--- src/rtl/issue_queue.sv ---
`default_nettype none
// ============================================================================
// Module   : issue_queue
// Brief    : FIFO between fetch and decode/issue. Holds each fetched
//            instruction with its branch-prediction metadata, presents the
//            oldest entry to decode, and drops everything on a flush.
// Revision : 1.0
// ============================================================================
module issue_queue #(
  parameter int DEPTH = 4,
  parameter int XLEN  = 32,
  parameter int ILEN  = 32,
  parameter int HLEN  = 4
) (
  input  logic                       clk_i,
  input  logic                       rst_n_i,
  input  logic                       flush_i,
  // fetch side
  input  logic                       fetch_valid_i,
  output logic                       fetch_ready_o,
  input  logic [ILEN-1:0]            instruction_i,
  input  logic [XLEN-1:0]            pred_pc_i,
  input  logic [HLEN-1:0]            pred_index_i,
  input  logic [XLEN-1:0]            pred_target_i,
  input  logic                       pred_taken_i,
  // decode side
  output logic                       issue_valid_o,
  input  logic                       issue_ready_i,
  output logic [ILEN-1:0]            instruction_o,
  output logic [XLEN-1:0]            pred_pc_o,
  output logic [HLEN-1:0]            pred_index_o,
  output logic [XLEN-1:0]            pred_target_o,
  output logic                       pred_taken_o,
  output logic [$clog2(DEPTH):0]     count_o
);

  localparam int PTR_W = $clog2(DEPTH);
  localparam int CNT_W = PTR_W + 1;
  localparam logic [CNT_W-1:0] C_FULL = CNT_W'(DEPTH);

  // Entry storage, one array per field so each maps to a plain register file.
  logic [ILEN-1:0] instr_q  [DEPTH];
  logic [XLEN-1:0] pc_q     [DEPTH];
  logic [HLEN-1:0] index_q  [DEPTH];
  logic [XLEN-1:0] target_q [DEPTH];
  logic            taken_q  [DEPTH];

  logic [PTR_W-1:0] rd_ptr_q, rd_ptr_d;
  logic [PTR_W-1:0] wr_ptr_q, wr_ptr_d;
  logic [CNT_W-1:0] count_q,  count_d;

  logic do_push;
  logic do_pop;

  // Handshake flags come only from registered occupancy, so decode's ready
  // never reaches fetch combinationally.
  assign fetch_ready_o = (count_q != C_FULL);
  assign issue_valid_o = (count_q != '0);
  assign count_o       = count_q;

  // A flush cancels any transfer attempted in the same cycle.
  assign do_push = fetch_valid_i & fetch_ready_o & ~flush_i;
  assign do_pop  = issue_valid_o & issue_ready_i & ~flush_i;

  // Head of queue drives decode directly; no fall-through from the fetch side.
  assign instruction_o = instr_q[rd_ptr_q];
  assign pred_pc_o     = pc_q[rd_ptr_q];
  assign pred_index_o  = index_q[rd_ptr_q];
  assign pred_target_o = target_q[rd_ptr_q];
  assign pred_taken_o  = taken_q[rd_ptr_q];

  // Next-state for pointers and occupancy; flush overrides everything.
  always_comb begin
    rd_ptr_d = rd_ptr_q;
    wr_ptr_d = wr_ptr_q;
    count_d  = count_q;
    if (flush_i) begin
      rd_ptr_d = '0;
      wr_ptr_d = '0;
      count_d  = '0;
    end else begin
      if (do_push) wr_ptr_d = wr_ptr_q + PTR_W'(1);
      if (do_pop)  rd_ptr_d = rd_ptr_q + PTR_W'(1);
      if (do_push && !do_pop)      count_d = count_q + CNT_W'(1);
      else if (do_pop && !do_push) count_d = count_q - CNT_W'(1);
    end
  end

  // Pointer and occupancy registers.
  always_ff @(posedge clk_i or negedge rst_n_i) begin
    if (!rst_n_i) begin
      rd_ptr_q <= '0;
      wr_ptr_q <= '0;
      count_q  <= '0;
    end else begin
      rd_ptr_q <= rd_ptr_d;
      wr_ptr_q <= wr_ptr_d;
      count_q  <= count_d;
    end
  end

  // Entry write; storage is cleared by reset so the idle head reads as zero,
  // but a flush leaves stale contents in place (they are masked by valid).
  always_ff @(posedge clk_i or negedge rst_n_i) begin
    if (!rst_n_i) begin
      for (int i = 0; i < DEPTH; i++) begin
        instr_q[i]  <= '0;
        pc_q[i]     <= '0;
        index_q[i]  <= '0;
        target_q[i] <= '0;
        taken_q[i]  <= 1'b0;
      end
    end else if (do_push) begin
      instr_q[wr_ptr_q]  <= instruction_i;
      pc_q[wr_ptr_q]     <= pred_pc_i;
      index_q[wr_ptr_q]  <= pred_index_i;
      target_q[wr_ptr_q] <= pred_target_i;
      taken_q[wr_ptr_q]  <= pred_taken_i;
    end
  end

endmodule
`default_nettype wire

--- config.mk ---
export PLATFORM = sky130hd
export DESIGN_NAME = issue_queue
export DESIGN_NICKNAME = d
export VERILOG_FILES = /design/src/rtl/issue_queue.sv
export SDC_FILE = /design/constraint.sdc
export NUM_CORES = 1
export LEC_CHECK = 0
export CAP_MARGIN = 20
export CORE_UTILIZATION = 61
export DETAILED_ROUTE_END_ITERATION = 10
export HOLD_SLACK_MARGIN = 0.02
export PLACE_DENSITY = 0.86
export SLEW_MARGIN = 20
export SYNTH_ARGS = -nofsm -noshare
export SYNTH_HDL_FRONTEND = slang
export SYNTH_SLANG_ARGS = --single-unit
--- constraint.sdc ---
create_clock -name clk_i -period 4.2 [get_ports clk_i]
set_input_delay 0.84 -clock clk_i [delete_from_list [all_inputs] [get_ports clk_i]]
set_output_delay 0.84 -clock clk_i [all_outputs]
set_load 0.005 [all_outputs]
; ---- Word level (Yosys, flattened, before mapping)
; Cells that the tools add are included.
[word_totals]
in_bits = 106
ff_bits = 411
output_inout_bits = 106
word_cells = 80
[op_classes]
mux = 33
n_bitwise = 7
n_reduce_logical = 9
n_eq_ne = 1
n_addsub = 4
order_cmp = 3
[ops]
columns = cell, n
row1 = bitwise mux 128 bit, 3
row2 = two-way mux 32 bit, 7
row3 = binary-select mux 32 bit (select 2 bit), 3
row4 = demux 32 bit (select 2 bit), 1
row5 = bitwise mux 16 bit, 1
row6 = two-way mux 4 bit, 3
row7 = two-way mux 3 bit, 3
row8 = binary-select mux 4 bit (select 2 bit), 1
row9 = demux 4 bit (select 2 bit), 1
row10 = two-way mux 2 bit, 4
row11 = greater-or-equal comparator 3 bit (second input constant), 2
row12 = inverter 2 -> 3 bit, 2
row13 = nonzero test 3 bit, 2
row14 = adder 2 x 1 -> 2 bit (second input constant), 2
row15 = bitwise AND 1 bit, 4
row16 = bitwise mux 4 bit, 1
row17 = nonzero test 2 bit, 2
row18 = adder 3 x 1 -> 3 bit (second input constant), 1
row19 = logical AND 1 bit, 3
row20 = < comparator 3 x 1 -> 1 bit (second input constant), 1
row21 = two-way mux 1 bit, 3
row22 = inequality test 3 bit (second input constant), 1
row23 = subtractor 3 x 1 -> 3 bit (second input constant), 1
row24 = binary-select mux 1 bit (select 2 bit), 1
row25 = 3 further kinds, 4

; ---- Logic depth before layout (Yosys ltp)
[logic_depth]
depth_word = 8
depth_mapped = 8
ltp_nobuf = 7

; ---- Worst setup path before layout
; No wires, ideal clock.
[synth_path]
path_type = input to register
start = input port flush_i
end = register count_q[2], in the netlist count_o[2]
setup_slack_ps = 1738
t_required_ps = 4106
t_arrival_ps = 2368
path_buffers = 1
cell_stages = 7
cell_sequence = clkbuf_1 -> nor2b_1 -> and3_1 -> fa_1 -> and3b_1 -> a21o_1 -> a211oi_1
[synth_via]
elab_chain_cells = 6
word_cells_on_any_way = 10
classes_between = 2 x mux / 3 x bitwise / 5 x reduce/logical
[synth_rtl]
columns = element, line_no
row1 = from (decl), 17  ; input logic flush_i,
row2 = inverter 1 bit, "62, 63"
row3 = bitwise AND 1 bit, 63  ; assign do_pop = issue_valid_o & issue_ready_i & ~flush_i;
row4 = zero test 1 bit, 84  ; if (do_push && !do_pop) count_d = count_q + CNT_W'(1);
row5 = logical AND 1 bit, 84
row6 = two-way mux 3 bit, 84
row7 = two-way mux 3 bit, 77  ; if (flush_i) begin
row8 = to (signal assigned), 98  ; count_q <= count_d;
row9 = to (decl), 50  ; logic [CNT_W-1:0] count_q, count_d;
; Several ways; a longest one is shown, not always the timed one.
; A chain may end at the register's enable or synchronous reset.

; ---- Final worst setup path
[layout_path]
start = register rd_ptr_q[0]
end = output port instruction_o[21]
[layout_via]
elab_chain_cells = 4
[layout_rtl]
columns = element, line_no
row1 = from (decl), 48  ; logic [PTR_W-1:0] rd_ptr_q, rd_ptr_d;
row2 = from (signal assigned), 96  ; rd_ptr_q <= rd_ptr_d;
row3 = inverter 2 -> 3 bit (not written as such), 66  ; assign instruction_o = instr_q[rd_ptr_q];
row4 = binary-select mux 32 bit (select 2 bit), 66
row5 = two-way mux 32 bit (not written as such) (2 in series), 66
row6 = to (decl), 29  ; output logic [ILEN-1:0] instruction_o,
; No other way between the ends. The select of a mux whose other input is x is not followed.

==> results.py <==
metrics = {
    "sta": {
        "tightest_slew_ns": 0.712,
        "min_period_over_period_pct": 86.0,
        "slew_viol_final": 0,
        "finClkSkew_ns": 0.0110,
        "fin_crit_ns": 3.61,
        "relSlewSlack_pct": 52.5,
        "setup_viol": 0,
        "clock.fmax_mhz": 277,
        "layout_setup_ws_ns": 0.588,
        "grt_setup_unrepaired": "false",
        "setup_tns_ns": 0,
        "hold_violations": 0,
    },
    "pwr": {
        "intPower_mw": 12.4,
        "power_density_nw_per_um2": 758,
        "clkPwrFrac_pct": 23.1,
        "seq_power_share_pct": 40.0,
        "combPwrFrac_pct": 37.0,
        "peakVddDrop_mv": 0.471,
        "power.switching_mw": 4.48,
        "p_leak_nw": 9.69,
        "switching_share_pct": 26.6,
    },
    "synthesis": {
        "ys_seq_area_share_pct": 56.0,
        "synth_top_area_share_pct": 56.0,
        "synth_seq_cells": 411,
        "post_synth_main_area_contributors": "dfrtp_1 56%, mux2_2 19%, mux4_2 12%",
        "yosys.cell_types.count": 35,
        "postSynthCellCount": 1039,
        "synth_flop_cell": "dfrtp_1",
        "synth.avg_cell_area_sq_um": 17.7,
        "syn_area_sq_um": 18400,
        "async_flop_share_pct": 100,
        "yosysWarnings": 0,
        "syn_nets": 1150,
        "synth_top_area_cell": "dfrtp_1",
        "synth_edf_count": 0,
    },
    "floorplanning": {
        "core_area_sq_um": 29600,
        "die_area_sq_um": 30800,
        "fp.dieW_um": 176,
        "initial_core_util_pct": 62.0,
        "io_pins": 212,
        "die_y_um": 176,
        "rows": 63,
    },
    "route": {
        "num_vias": 9967,
        "wl_per_cell_um": 22.7,
        "drt-met1-wl_mm": 15.9,
        "wl_met3_mm": 2.02,
        "drc": 0,
        "top_layer_used": "met5",
        "vias_per_cell": 5.97,
        "routed-wl-met2_mm": 19.1,
        "drt-total-wl_mm": 38.0,
        "drtIter0Drc": 502,
        "drtAntennaViolNets": 0,
        "drt_first_pass_iters": 4,
    },
    "clock_tree": {
        "clockBufferDepth": 3,
        "cts_root_buffer": "clkbuf_16",
        "cts_tree": "done",
        "h-tree-depth": 2,
        "cts_setup_buffers": 0,
        "insertion_delay_ns": 0.53,
        "path_clk_slew_ns": 0.06,
        "cts-hold-fix-buffers": 0,
        "cts_made_buffers": 43,
        "cts_resized": 0,
        "numClockSinks": 411,
    },
    "setup_path": {
        "critPathKind": "flip-flop to primary output",
        "path_buf_inv": 2,
        "critical_path_required_ns": 3.36,
        "slowest_delay_ns": 0.78,
        "end_kind": "primary output",
        "crit_path_cell_trace": "buf_4, mux4_2, clkdlybuf4s50_1",
        "cp_max_fo": 25,
        "critPathTopFamily": "buffers and inverters",
        "reg2reg_slack_ns": 1.82,
        "crit_arrival_ns": 2.77,
        "slowest_stage": "dfrtp_4",
        "worstSetupStartpointType": "flip-flop",
    },
    "job": {
        "max-cap-violations": 0,
    },
    "final_layout": {
        "mostFrequentLayoutCells": "409 x dfrtp_1, 315 x mux2_2, 210 x clkdlybuf4s50_1",
        "num-nets-final": 1358,
        "drive_above_1_share_pct": 47.6,
        "syn_to_final_growth_pct": 21.1,
        "final_common_cell": "dfrtp_1",
        "n_antenna_cell": 0,
    },
    "global_route": {
        "first_global_vias": 11300,
        "grt_start_max_net_pins": 103,
        "grt_overflow": 0,
        "grt_first_pass_wirelength_mm": 62.2,
        "antenna_found_initial": 1,
        "grt_usage_pct": 25.9,
    },
    "place": {
        "preCtsSetupSlack_ns": 0.769,
        "hpwlAfterDp_mm": 23.5,
        "globalplace.congestion": 0.795,
        "io_buffers": 211,
    },
    "worst_hold_path": {
        "hp-class": "primary input to asynchronous set/reset pin",
    },
    "status": {
        "status": "finished clean",
    },
}
-- worst paths after layout --
| path | startpoint | endpoint | cells after the start |
|---|---|---|---|
| max | rd_ptr_q[0] | instruction_o[21] | 3 |
| min | rst_n_i | instr_q[91] | 1 |
| max reg2reg | count_o[1] | count_o[2] | 7 |
| min reg2reg | instr_q[9] | instr_q[9] | 1 |
| max in group asynchronous | rst_n_i | pc_q[14] | 2 |
| min in group clk_i | instr_q[9] | instr_q[9] | 1 |
-- area by class of cell --
class	count	area, sq um
multi-input cells	548	7530
clock inverters	15	181
well taps	390	488
fillers	1741	7400
flip-flops and latches	411	10300
inverters	8	30.0
clock buffers	63	1280
repair buffers	235	2430
-- logic make-up after synthesis --
logic type,share of synthesized area (%)
mux,39.1
flops,56.0
compound gates,0.627
fa+ha+maj,0.381
xor+xnor,0.0954
simple gates,0.593
buf+inv,3.22
-- metal layers --
metal  vias up  global-route usage [%]
met4         2                    8.22
met3        77                    5.04
met2       235                    43.4
met1      5332                    34.5
li1       4321                       -
met5         -                       0
-- synthesized netlist by cell type, types with 4 or more instances --
library cell	instances
dfrtp_1	411
buf_2	22
clkbuf_1	7
mux4_2	101
buf_1	6
mux2_2	315
ha_1	4
buf_4	27
inv_1	7
nor2_1	7
nand3_1	5
mux2_4	90
buf_12	10
-- flip-flops by register name, summed over array words and instances, names as in the netlist --
signal    cells
pc_q        128
target_q    128
taken_q       4
index_q      16
instr_q     128
rd_ptr_q      2
count_o       3
wr_ptr_q      2
-- per-stage QoR --
step,total power [mW],cells,util [%],instance area (sq um),hold WS (ns)
6_report,16.8,1670,75.0,22200,0.269
5_1_grt,17.7,1670,75.0,22200,0.305
4_1_cts,17.0,1670,75.0,22200,0.307
3_5_place_dp,13.0,1592,70.1,20800,0.488
3_3_place_gp,12.7,1592,70.1,20800,0.481
2_1_floorplan,10.2,1039,-,18400,0.474
-- power groups by stage --
stage | combinational [mW] | sequential (mW) | clock, mW
after global placement | 6.07 | 6.64 | 0
after global routing | 6.64 | 6.94 | 4.11
after detailed placement | 6.24 | 6.76 | 0
after floorplan | 3.89 | 6.27 | 0
after CTS | 6.31 | 6.73 | 3.96
final | 6.23 | 6.73 | 3.89
Power figures use the tool's default switching activity.
